===== config.mk =====
export PLATFORM = sky130hd
export DESIGN_NAME = pet_timing_gen_flat
export DESIGN_NICKNAME = d
export VERILOG_FILES = /design/src/rtl/pet_timing_pkg.sv /design/src/rtl/pet_timing_gen_if.sv /design/src/rtl/pet_phase_counter.sv /design/src/rtl/pet_timing_gen.sv /design/src/flat_wrapper.sv
export SDC_FILE = /design/constraint.sdc
export NUM_CORES = 1
export LEC_CHECK = 0
export BUFFER_PORTS_ARGS = -buffer_cell sky130_fd_sc_hd__buf_2
export CAP_MARGIN = 20
export CORE_ASPECT_RATIO = 1.2
export CORE_MARGIN = 1.5
export CORE_UTILIZATION = 49
export DETAILED_ROUTE_END_ITERATION = 8
export PLACE_DENSITY = 0.73
export SYNTH_ARGS = -nofsm -noshare
export SYNTH_HDL_FRONTEND = slang
export SYNTH_HIERARCHICAL = 1
export SYNTH_SLANG_ARGS = --single-unit

===== constraint.sdc =====
create_clock -name clk_16_i -period 2.95 [get_ports clk_16_i]
set_input_delay 0.59 -clock clk_16_i [delete_from_list [all_inputs] [get_ports clk_16_i]]
set_output_delay 0.59 -clock clk_16_i [all_outputs]
set_load 0.02 [all_outputs]

===== src/rtl/pet_timing_pkg.sv =====
`default_nettype none
// ============================================================================
// Module   : pet_timing_pkg
// Brief    : Shared types, constants and cycle-length helper for PET timing.
// Revision : 1.0 - initial release
// ============================================================================
package pet_timing_pkg;

    typedef enum logic [1:0] {
        SPEED_1X = 2'd0,
        SPEED_2X = 2'd1,
        SPEED_4X = 2'd2,
        SPEED_8X = 2'd3
    } speed_t;

    localparam int unsigned MIN_CYCLE = 8;

    // Slots need at least four clocks each for strobe turnaround on both sides.
    function automatic int unsigned cycle_len(input int unsigned div, input speed_t speed);
        int unsigned n;
        n = div >> speed;
        if (n < MIN_CYCLE) begin
            n = MIN_CYCLE;
        end
        return n;
    endfunction

endpackage
`default_nettype wire


===== src/rtl/pet_timing_gen_if.sv =====
`default_nettype none
// ============================================================================
// Module   : pet_timing_gen_if
// Brief    : Bus, RAM-strobe and SPI handshake bundle around the timing block.
// Revision : 1.0 - initial release
// ============================================================================
interface pet_timing_gen_if;

    logic [1:0] cpu_speed_i;
    logic       halt_req_i;
    logic       spi_req_i;
    logic       spi_rw_ni;
    logic       cpu_rw_ni;
    logic       clk_cpu_o;
    logic       cpu_en_o;
    logic       spi_en_o;
    logic       spi_ack_o;
    logic       ram_oe_no;
    logic       ram_we_no;
    logic       cpu_ready_o;
    logic       cycle_start_o;

    modport master (
        input  cpu_speed_i, halt_req_i, spi_req_i, spi_rw_ni, cpu_rw_ni,
        output clk_cpu_o, cpu_en_o, spi_en_o, spi_ack_o,
               ram_oe_no, ram_we_no, cpu_ready_o, cycle_start_o
    );

    modport slave (
        output cpu_speed_i, halt_req_i, spi_req_i, spi_rw_ni, cpu_rw_ni,
        input  clk_cpu_o, cpu_en_o, spi_en_o, spi_ack_o,
               ram_oe_no, ram_we_no, cpu_ready_o, cycle_start_o
    );

endinterface
`default_nettype wire


===== src/rtl/pet_phase_counter.sv =====
`default_nettype none
// ============================================================================
// Module   : pet_phase_counter
// Brief    : Loadable-modulus phase counter; the modulus is taken only on wrap.
// Revision : 1.0 - initial release
// ============================================================================
module pet_phase_counter #(
    parameter int unsigned     WIDTH      = 4,
    parameter logic [WIDTH-1:0] RESET_LAST = '1
) (
    input  wire logic             clk,
    input  wire logic             rst_n,
    input  wire logic [WIDTH-1:0] i_last,
    output logic      [WIDTH-1:0] o_phase,
    output logic      [WIDTH-1:0] o_phase_next,
    output logic      [WIDTH-1:0] o_last_next,
    output logic                  o_wrap
);

    logic [WIDTH-1:0] r_phase;
    logic [WIDTH-1:0] r_last;

    // Next-state values are exported so callers can register decoded outputs.
    always_comb begin
        o_wrap       = (r_phase == r_last);
        o_phase_next = o_wrap ? '0 : r_phase + WIDTH'(1);
        o_last_next  = o_wrap ? i_last : r_last;
    end

    always_ff @(posedge clk or negedge rst_n) begin
        if (!rst_n) begin
            r_phase <= '0;
            r_last  <= RESET_LAST;
        end else begin
            r_phase <= o_phase_next;
            r_last  <= o_last_next;
        end
    end

    assign o_phase = r_phase;

endmodule
`default_nettype wire


===== src/rtl/pet_timing_gen.sv =====
`default_nettype none
// ============================================================================
// Module   : pet_timing_gen
// Brief    : CPU clock divider with SPI/CPU bus slots, RAM strobes and RDY.
// Revision : 1.0 - initial release
// ============================================================================
module pet_timing_gen
    import pet_timing_pkg::*;
#(
    parameter int unsigned CLK_DIV = 16,
    parameter int unsigned CNT_W   = $clog2(CLK_DIV)
) (
    input  wire logic         clk_16_i,
    input  wire logic         reset_ni,
    pet_timing_gen_if.master  bus
);

    logic [CNT_W-1:0] w_load_last;
    logic [CNT_W-1:0] w_phase;
    logic [CNT_W-1:0] w_phase_next;
    logic [CNT_W-1:0] w_last_next;
    logic             w_wrap;
    logic [CNT_W-1:0] w_half_last;
    logic [CNT_W-1:0] w_half;
    logic             w_granted_next;
    logic             w_spi_rw_next;
    logic             w_cpu_rw_next;
    logic             w_cpu_slot;
    logic             w_spi_win;
    logic             w_cpu_win;

    logic r_granted;
    logic r_spi_rw;
    logic r_cpu_rw;
    logic r_clk_cpu;
    logic r_cpu_en;
    logic r_spi_en;
    logic r_spi_ack;
    logic r_ram_oe_n;
    logic r_ram_we_n;
    logic r_cpu_ready;
    logic r_cycle_start;

    assign w_load_last = CNT_W'(cycle_len(CLK_DIV, speed_t'(bus.cpu_speed_i)) - 1);

    pet_phase_counter #(
        .WIDTH      (CNT_W),
        .RESET_LAST (CNT_W'(CLK_DIV - 1))
    ) u_phase (
        .clk          (clk_16_i),
        .rst_n        (reset_ni),
        .i_last       (w_load_last),
        .o_phase      (w_phase),
        .o_phase_next (w_phase_next),
        .o_last_next  (w_last_next),
        .o_wrap       (w_wrap)
    );

    // Everything decodes the phase being entered, so outputs come straight from flops.
    always_comb begin
        w_half_last    = w_last_next >> 1;
        w_half         = w_half_last + CNT_W'(1);
        w_granted_next = w_wrap ? bus.spi_req_i : r_granted;
        w_spi_rw_next  = w_wrap ? bus.spi_rw_ni : r_spi_rw;
        w_cpu_rw_next  = (w_phase_next == w_half) ? bus.cpu_rw_ni : r_cpu_rw;
        w_cpu_slot     = (w_phase_next >= w_half);
        w_spi_win      = w_granted_next && (w_phase_next != '0) && (w_phase_next < w_half_last);
        w_cpu_win      = (w_phase_next > w_half) && (w_phase_next < w_last_next);
    end

    always_ff @(posedge clk_16_i or negedge reset_ni) begin
        if (!reset_ni) begin
            r_granted     <= 1'b0;
            r_spi_rw      <= 1'b1;
            r_cpu_rw      <= 1'b1;
            r_clk_cpu     <= 1'b0;
            r_cpu_en      <= 1'b0;
            r_spi_en      <= 1'b0;
            r_spi_ack     <= 1'b0;
            r_ram_oe_n    <= 1'b1;
            r_ram_we_n    <= 1'b1;
            r_cpu_ready   <= 1'b0;
            r_cycle_start <= 1'b0;
        end else begin
            r_granted     <= w_granted_next;
            r_spi_rw      <= w_spi_rw_next;
            r_cpu_rw      <= w_cpu_rw_next;
            r_clk_cpu     <= w_cpu_slot;
            r_cpu_en      <= w_cpu_slot;
            r_spi_en      <= w_granted_next && !w_cpu_slot;
            r_spi_ack     <= w_granted_next && (w_phase_next == w_half_last);
            r_ram_oe_n    <= !((w_spi_win && w_spi_rw_next) || (w_cpu_win && w_cpu_rw_next));
            r_ram_we_n    <= !((w_spi_win && !w_spi_rw_next) || (w_cpu_win && !w_cpu_rw_next));
            r_cycle_start <= w_wrap;
            if (w_wrap) begin
                r_cpu_ready <= !bus.halt_req_i;
            end
        end
    end

    assign bus.clk_cpu_o     = r_clk_cpu;
    assign bus.cpu_en_o      = r_cpu_en;
    assign bus.spi_en_o      = r_spi_en;
    assign bus.spi_ack_o     = r_spi_ack;
    assign bus.ram_oe_no     = r_ram_oe_n;
    assign bus.ram_we_no     = r_ram_we_n;
    assign bus.cpu_ready_o   = r_cpu_ready;
    assign bus.cycle_start_o = r_cycle_start;

    // The current phase is exported for reuse elsewhere; only its next value matters here.
    logic w_unused;
    assign w_unused = ^w_phase;

endmodule
`default_nettype wire


===== src/flat_wrapper.sv =====
// flat-port wrapper written by rule: the top's interface ports become plain ports
module pet_timing_gen_flat import pet_timing_pkg::*;
#(
    parameter int unsigned CLK_DIV = 16,
    parameter int unsigned CNT_W   = $clog2(CLK_DIV)
)
  (clk_16_i, reset_ni, bus_cpu_speed_i, bus_halt_req_i, bus_spi_req_i, bus_spi_rw_ni, bus_cpu_rw_ni, bus_clk_cpu_o, bus_cpu_en_o, bus_spi_en_o, bus_spi_ack_o, bus_ram_oe_no, bus_ram_we_no, bus_cpu_ready_o, bus_cycle_start_o);
  pet_timing_gen_if bus_i ();
  input  wire logic clk_16_i;
  input  wire logic reset_ni;
  input wire logic [$bits(bus_i.cpu_speed_i)-1:0] bus_cpu_speed_i;
  input wire logic [$bits(bus_i.halt_req_i)-1:0] bus_halt_req_i;
  input wire logic [$bits(bus_i.spi_req_i)-1:0] bus_spi_req_i;
  input wire logic [$bits(bus_i.spi_rw_ni)-1:0] bus_spi_rw_ni;
  input wire logic [$bits(bus_i.cpu_rw_ni)-1:0] bus_cpu_rw_ni;
  output wire logic [$bits(bus_i.clk_cpu_o)-1:0] bus_clk_cpu_o;
  output wire logic [$bits(bus_i.cpu_en_o)-1:0] bus_cpu_en_o;
  output wire logic [$bits(bus_i.spi_en_o)-1:0] bus_spi_en_o;
  output wire logic [$bits(bus_i.spi_ack_o)-1:0] bus_spi_ack_o;
  output wire logic [$bits(bus_i.ram_oe_no)-1:0] bus_ram_oe_no;
  output wire logic [$bits(bus_i.ram_we_no)-1:0] bus_ram_we_no;
  output wire logic [$bits(bus_i.cpu_ready_o)-1:0] bus_cpu_ready_o;
  output wire logic [$bits(bus_i.cycle_start_o)-1:0] bus_cycle_start_o;
  assign bus_i.cpu_speed_i = bus_cpu_speed_i;
  assign bus_i.halt_req_i = bus_halt_req_i;
  assign bus_i.spi_req_i = bus_spi_req_i;
  assign bus_i.spi_rw_ni = bus_spi_rw_ni;
  assign bus_i.cpu_rw_ni = bus_cpu_rw_ni;
  assign bus_clk_cpu_o = bus_i.clk_cpu_o;
  assign bus_cpu_en_o = bus_i.cpu_en_o;
  assign bus_spi_en_o = bus_i.spi_en_o;
  assign bus_spi_ack_o = bus_i.spi_ack_o;
  assign bus_ram_oe_no = bus_i.ram_oe_no;
  assign bus_ram_we_no = bus_i.ram_we_no;
  assign bus_cpu_ready_o = bus_i.cpu_ready_o;
  assign bus_cycle_start_o = bus_i.cycle_start_o;
  pet_timing_gen #(.CLK_DIV(CLK_DIV), .CNT_W(CNT_W)) u_core (.clk_16_i(clk_16_i), .reset_ni(reset_ni), .bus(bus_i));
endmodule

==> results.py <==
metrics = {
    "status": {
        "outcome": "complete, no violations",
    },
    "floorplanning": {
        "die_area_um2": 2310,
        "initial_standard_cell_utilization_of_the_core_pct": 53.1,
        "design.portCount": 16,
        "number_of_cell_rows": 17,
        "core_region_area_um2": 1870,
        "die_x_um": 44.1,
        "die-height_um": 52.4,
    },
    "sta": {
        "least_margin_pin_slew_ns": 0.531,
        "finalWorstPathRequiredPeriod_ns": 2.71,
        "slew_violations": 0,
        "whs_ns": 0.199,
        "final_hold_viol_count": 0,
        "grt_setup_unrepaired": "no",
        "setup_viol": 0,
        "layout_worst_path_cycle_share_pct": 92.0,
        "worst_slew_margin_rel_pct": 64.2,
        "timing.fmax_mhz": 368,
        "setup-tns-final_ns": 0,
        "clock_skew_ns": 0.00339,
    },
    "clock_tree": {
        "tritoncts_num_sinks": 18,
        "worst_skew_pair.late_latency_ns": 0.29,
        "htreeDepth": 1,
        "cts_tree": "yes",
        "clockRootBuffer": "sky130_fd_sc_hd__clkbuf_4",
        "clk_transition_reported_paths_ns": 0.10,
        "clk_path_buf_depth": 2,
        "hold_buffers": 0,
        "cts-buffers-inserted": 3,
    },
    "place": {
        "place.port_buffers": 15,
        "hpwlAfterDp_um": 1390,
        "dpl.cell_count": 124,
        "placedInstanceArea_um2": 1110,
        "place.gp.congestion": 0.829,
    },
    "synthesis": {
        "synth-seq-cells": 18,
        "ys_top_cells_by_area": "sky130_fd_sc_hd__dfrtp_1, sky130_fd_sc_hd__dfstp_2, sky130_fd_sc_hd__ha_1, sky130_fd_sc_hd__mux2_2, sky130_fd_sc_hd__xor2_1",
        "ys_top_cells_by_count": "sky130_fd_sc_hd__ha_1, sky130_fd_sc_hd__dfrtp_1, sky130_fd_sc_hd__inv_1",
        "synth.lib_cells_used.distinct": 28,
        "yosysWarnings": 6,
        "netlist.area_leader.share_pct": 25.2,
        "syn_area_um2": 995,
        "most_used_standard_cell_by_instance_count_after_synthesis": "sky130_fd_sc_hd__ha_1",
        "primary_ff_master_synth": "sky130_fd_sc_hd__dfrtp_1",
        "ys_async_sr_fraction_pct": 100,
        "number_of_flops_mapped_to_enable_cells_by_yosys": 0,
        "yosys.area.top_type": "sky130_fd_sc_hd__dfrtp_1",
        "syn_inst": 87,
        "syn-mean-instance-area_um2": 11.4,
        "seq_area_frac_synth_pct": 46.3,
    },
    "route": {
        "1st_pass_router_iterations": 2,
        "post_detailed_routing_wire_length_um": 1790,
        "detailedRoute.firstIterationViolations": 9,
        "routed_wire_length_per_instance_um": 13.8,
        "antenna_violating_nets_post_route": 0,
        "num_vias": 687,
        "drt-vias-per-instance": 5.33,
        "drc_errors": 0,
    },
    "worst_setup_path": {
        "timing.setup.critical_path_class": "reg -> reg",
        "worstPathArrival_ns": 2.90,
        "crit_top_cell": "sky130_fd_sc_hd__buf_4",
        "cell_by_cell_trace_of_the_critical_path": "xor2_1 -> nor4_4 -> buf_4 -> buf_4 -> nor2_1 -> ha_1 -> a21oi_1 -> o21ai_0 -> or2_2",
        "critical-path-slowest-cell": "sky130_fd_sc_hd__dfstp_2",
        "worst_setup_path_end_kind": "register",
        "slowest_delay_ns": 0.55,
        "worstSetupStartpointType": "register",
        "worst-path-max-fanout": 6,
        "worst_ep_required_time_ns": 3.13,
    },
    "flow_run": {
        "timing.max_cap.violations": 0,
    },
    "cells_and_area": {
        "finish.net_count": 131,
        "area_of_all_placed_cells_without_fillers_um2": 1160,
        "diodes_inserted": 0,
        "layout.cells.non_filler": 129,
        "area_growth_syn_to_layout_pct": 16.5,
        "layout-drive-gt1-share_pct": 38.2,
    },
    "global_route": {
        "grt_usage_pct": 18.8,
        "overflow": 0,
        "via_count_of_the_first_global_routing_pass": 659,
        "grt_first_pass_wirelength_um": 3060,
        "grt_start_max_net_pins": 19,
        "number_of_antenna_violations_at_the_first_check_in_global_routing": 0,
    },
    "worst_hold_path": {
        "hold_class": "in -> async",
    },
}
## layer usage
layer  GRT usage [%]  share of wire (%)
met5               0                  0
met4            12.1                3.1
met3            2.07                2.1
met2            31.4                 49
met1            22.6                 45
## critical path, delay by kind of cell, from the launching register on
kind                     cells  cell delay [ns]
XOR/XNOR                     1             0.29
buffers and inverters        2             0.31
AO/OA/AOI/OAI                2             0.32
flip-flops                   1             0.55
AND/OR/NAND/NOR              3             0.80
adder cells (fa/ha/maj)      1             0.32
## stage by stage
stage                     worst slack (ns)  utilization, %
after floorplan                      0.138               -
after global placement               0.205            59.2
after detailed placement            0.0625            59.2
after CTS                           0.0526            61.2
after global routing                0.0648            61.9
final                                0.236            61.9
## cell families after synthesis
group,Yosys count,synth area share [%]
other,1,0.377
XOR/XNOR,7,6.16
AND/OR/NAND/NOR,22,13.5
AO/OA/AOI/OAI,10,6.41
adder cells (fa/ha/maj),12,15.1
flip-flops,18,46.3
buffers and inverters,10,4.15
multiplexers,7,8.05
## final timing paths
| kind | start | endpoint | slack [ns] | depth (start not counted) |
|---|---|---|---|---|
| setup / recovery | u_core/u_phase/r_last[2] | u_core/bus.cpu_en_o | 0.24 | 9 |
| hold / removal | reset_ni | u_core/u_phase/o_phase[2] | 0.20 | 1 |
| setup reg to reg | u_core/u_phase/r_last[2] | u_core/bus.cpu_en_o | 0.24 | 9 |
| hold reg to reg | u_core/r_cpu_rw | u_core/bus.ram_we_no | 0.50 | 2 |
| max in group asynchronous | reset_ni | u_core/bus.ram_we_no | 2.43 | 1 |
| min in group clk_16_i | bus_halt_req_i | u_core/bus.cpu_ready_o | 0.46 | 2 |
## what timing repair did
| action | 4_1_cts | 5_1_grt |
|---|---|---|
| gates resized for setup | 0 | 2 |
| endpoints found under the setup margin | 0 | 2 |
| buffers inserted | 0 | 1 |
## state kept, by name (all words and copies together), names as in the netlist
register and flops:
u_core/u_phase/o_phase 4, u_core/bus.cycle_start_o 1, u_core/r_spi_rw 1, u_core/bus.cpu_ready_o 1, u_core/bus.spi_en_o 1, u_core/r_granted 1, u_core/bus.ram_we_no 1, u_core/bus.spi_ack_o 1
u_core/r_cpu_rw 1, u_core/bus.cpu_en_o 1, u_core/u_phase/r_last 4, u_core/bus.ram_oe_no 1
## final cells by class
| cell class | count | area, um^2 |
|---|---|---|
| clock buffers | 4 | 36.3 |
| fillers | 153 | 713 |
| inverters | 9 | 33.8 |
| multi-input cells | 61 | 507 |
| flip-flops and latches | 18 | 460 |
| well taps | 19 | 23.8 |
| repair buffers | 18 | 97.6 |
## layout by cell type (no fill, tap or decap), types with 2 or more instances in the layout
master and instances:
sky130_fd_sc_hd__a21oi_1 3, sky130_fd_sc_hd__buf_2 15, sky130_fd_sc_hd__inv_1 9, sky130_fd_sc_hd__xor2_1 5
sky130_fd_sc_hd__nand3_1 2, sky130_fd_sc_hd__dfstp_2 8, sky130_fd_sc_hd__dfrtp_1 10, sky130_fd_sc_hd__clkbuf_4 3
sky130_fd_sc_hd__nand2_1 4, sky130_fd_sc_hd__nor3_1 2, sky130_fd_sc_hd__xnor2_1 2, sky130_fd_sc_hd__a31oi_1 2
sky130_fd_sc_hd__o21ai_0 3, sky130_fd_sc_hd__conb_1 3, sky130_fd_sc_hd__buf_4 3, sky130_fd_sc_hd__nor2_1 6
sky130_fd_sc_hd__ha_1 12, sky130_fd_sc_hd__mux2_2 5
Power is not shown: default switching activity piles up to over one toggle a cycle in this logic, so the estimate is an artifact.
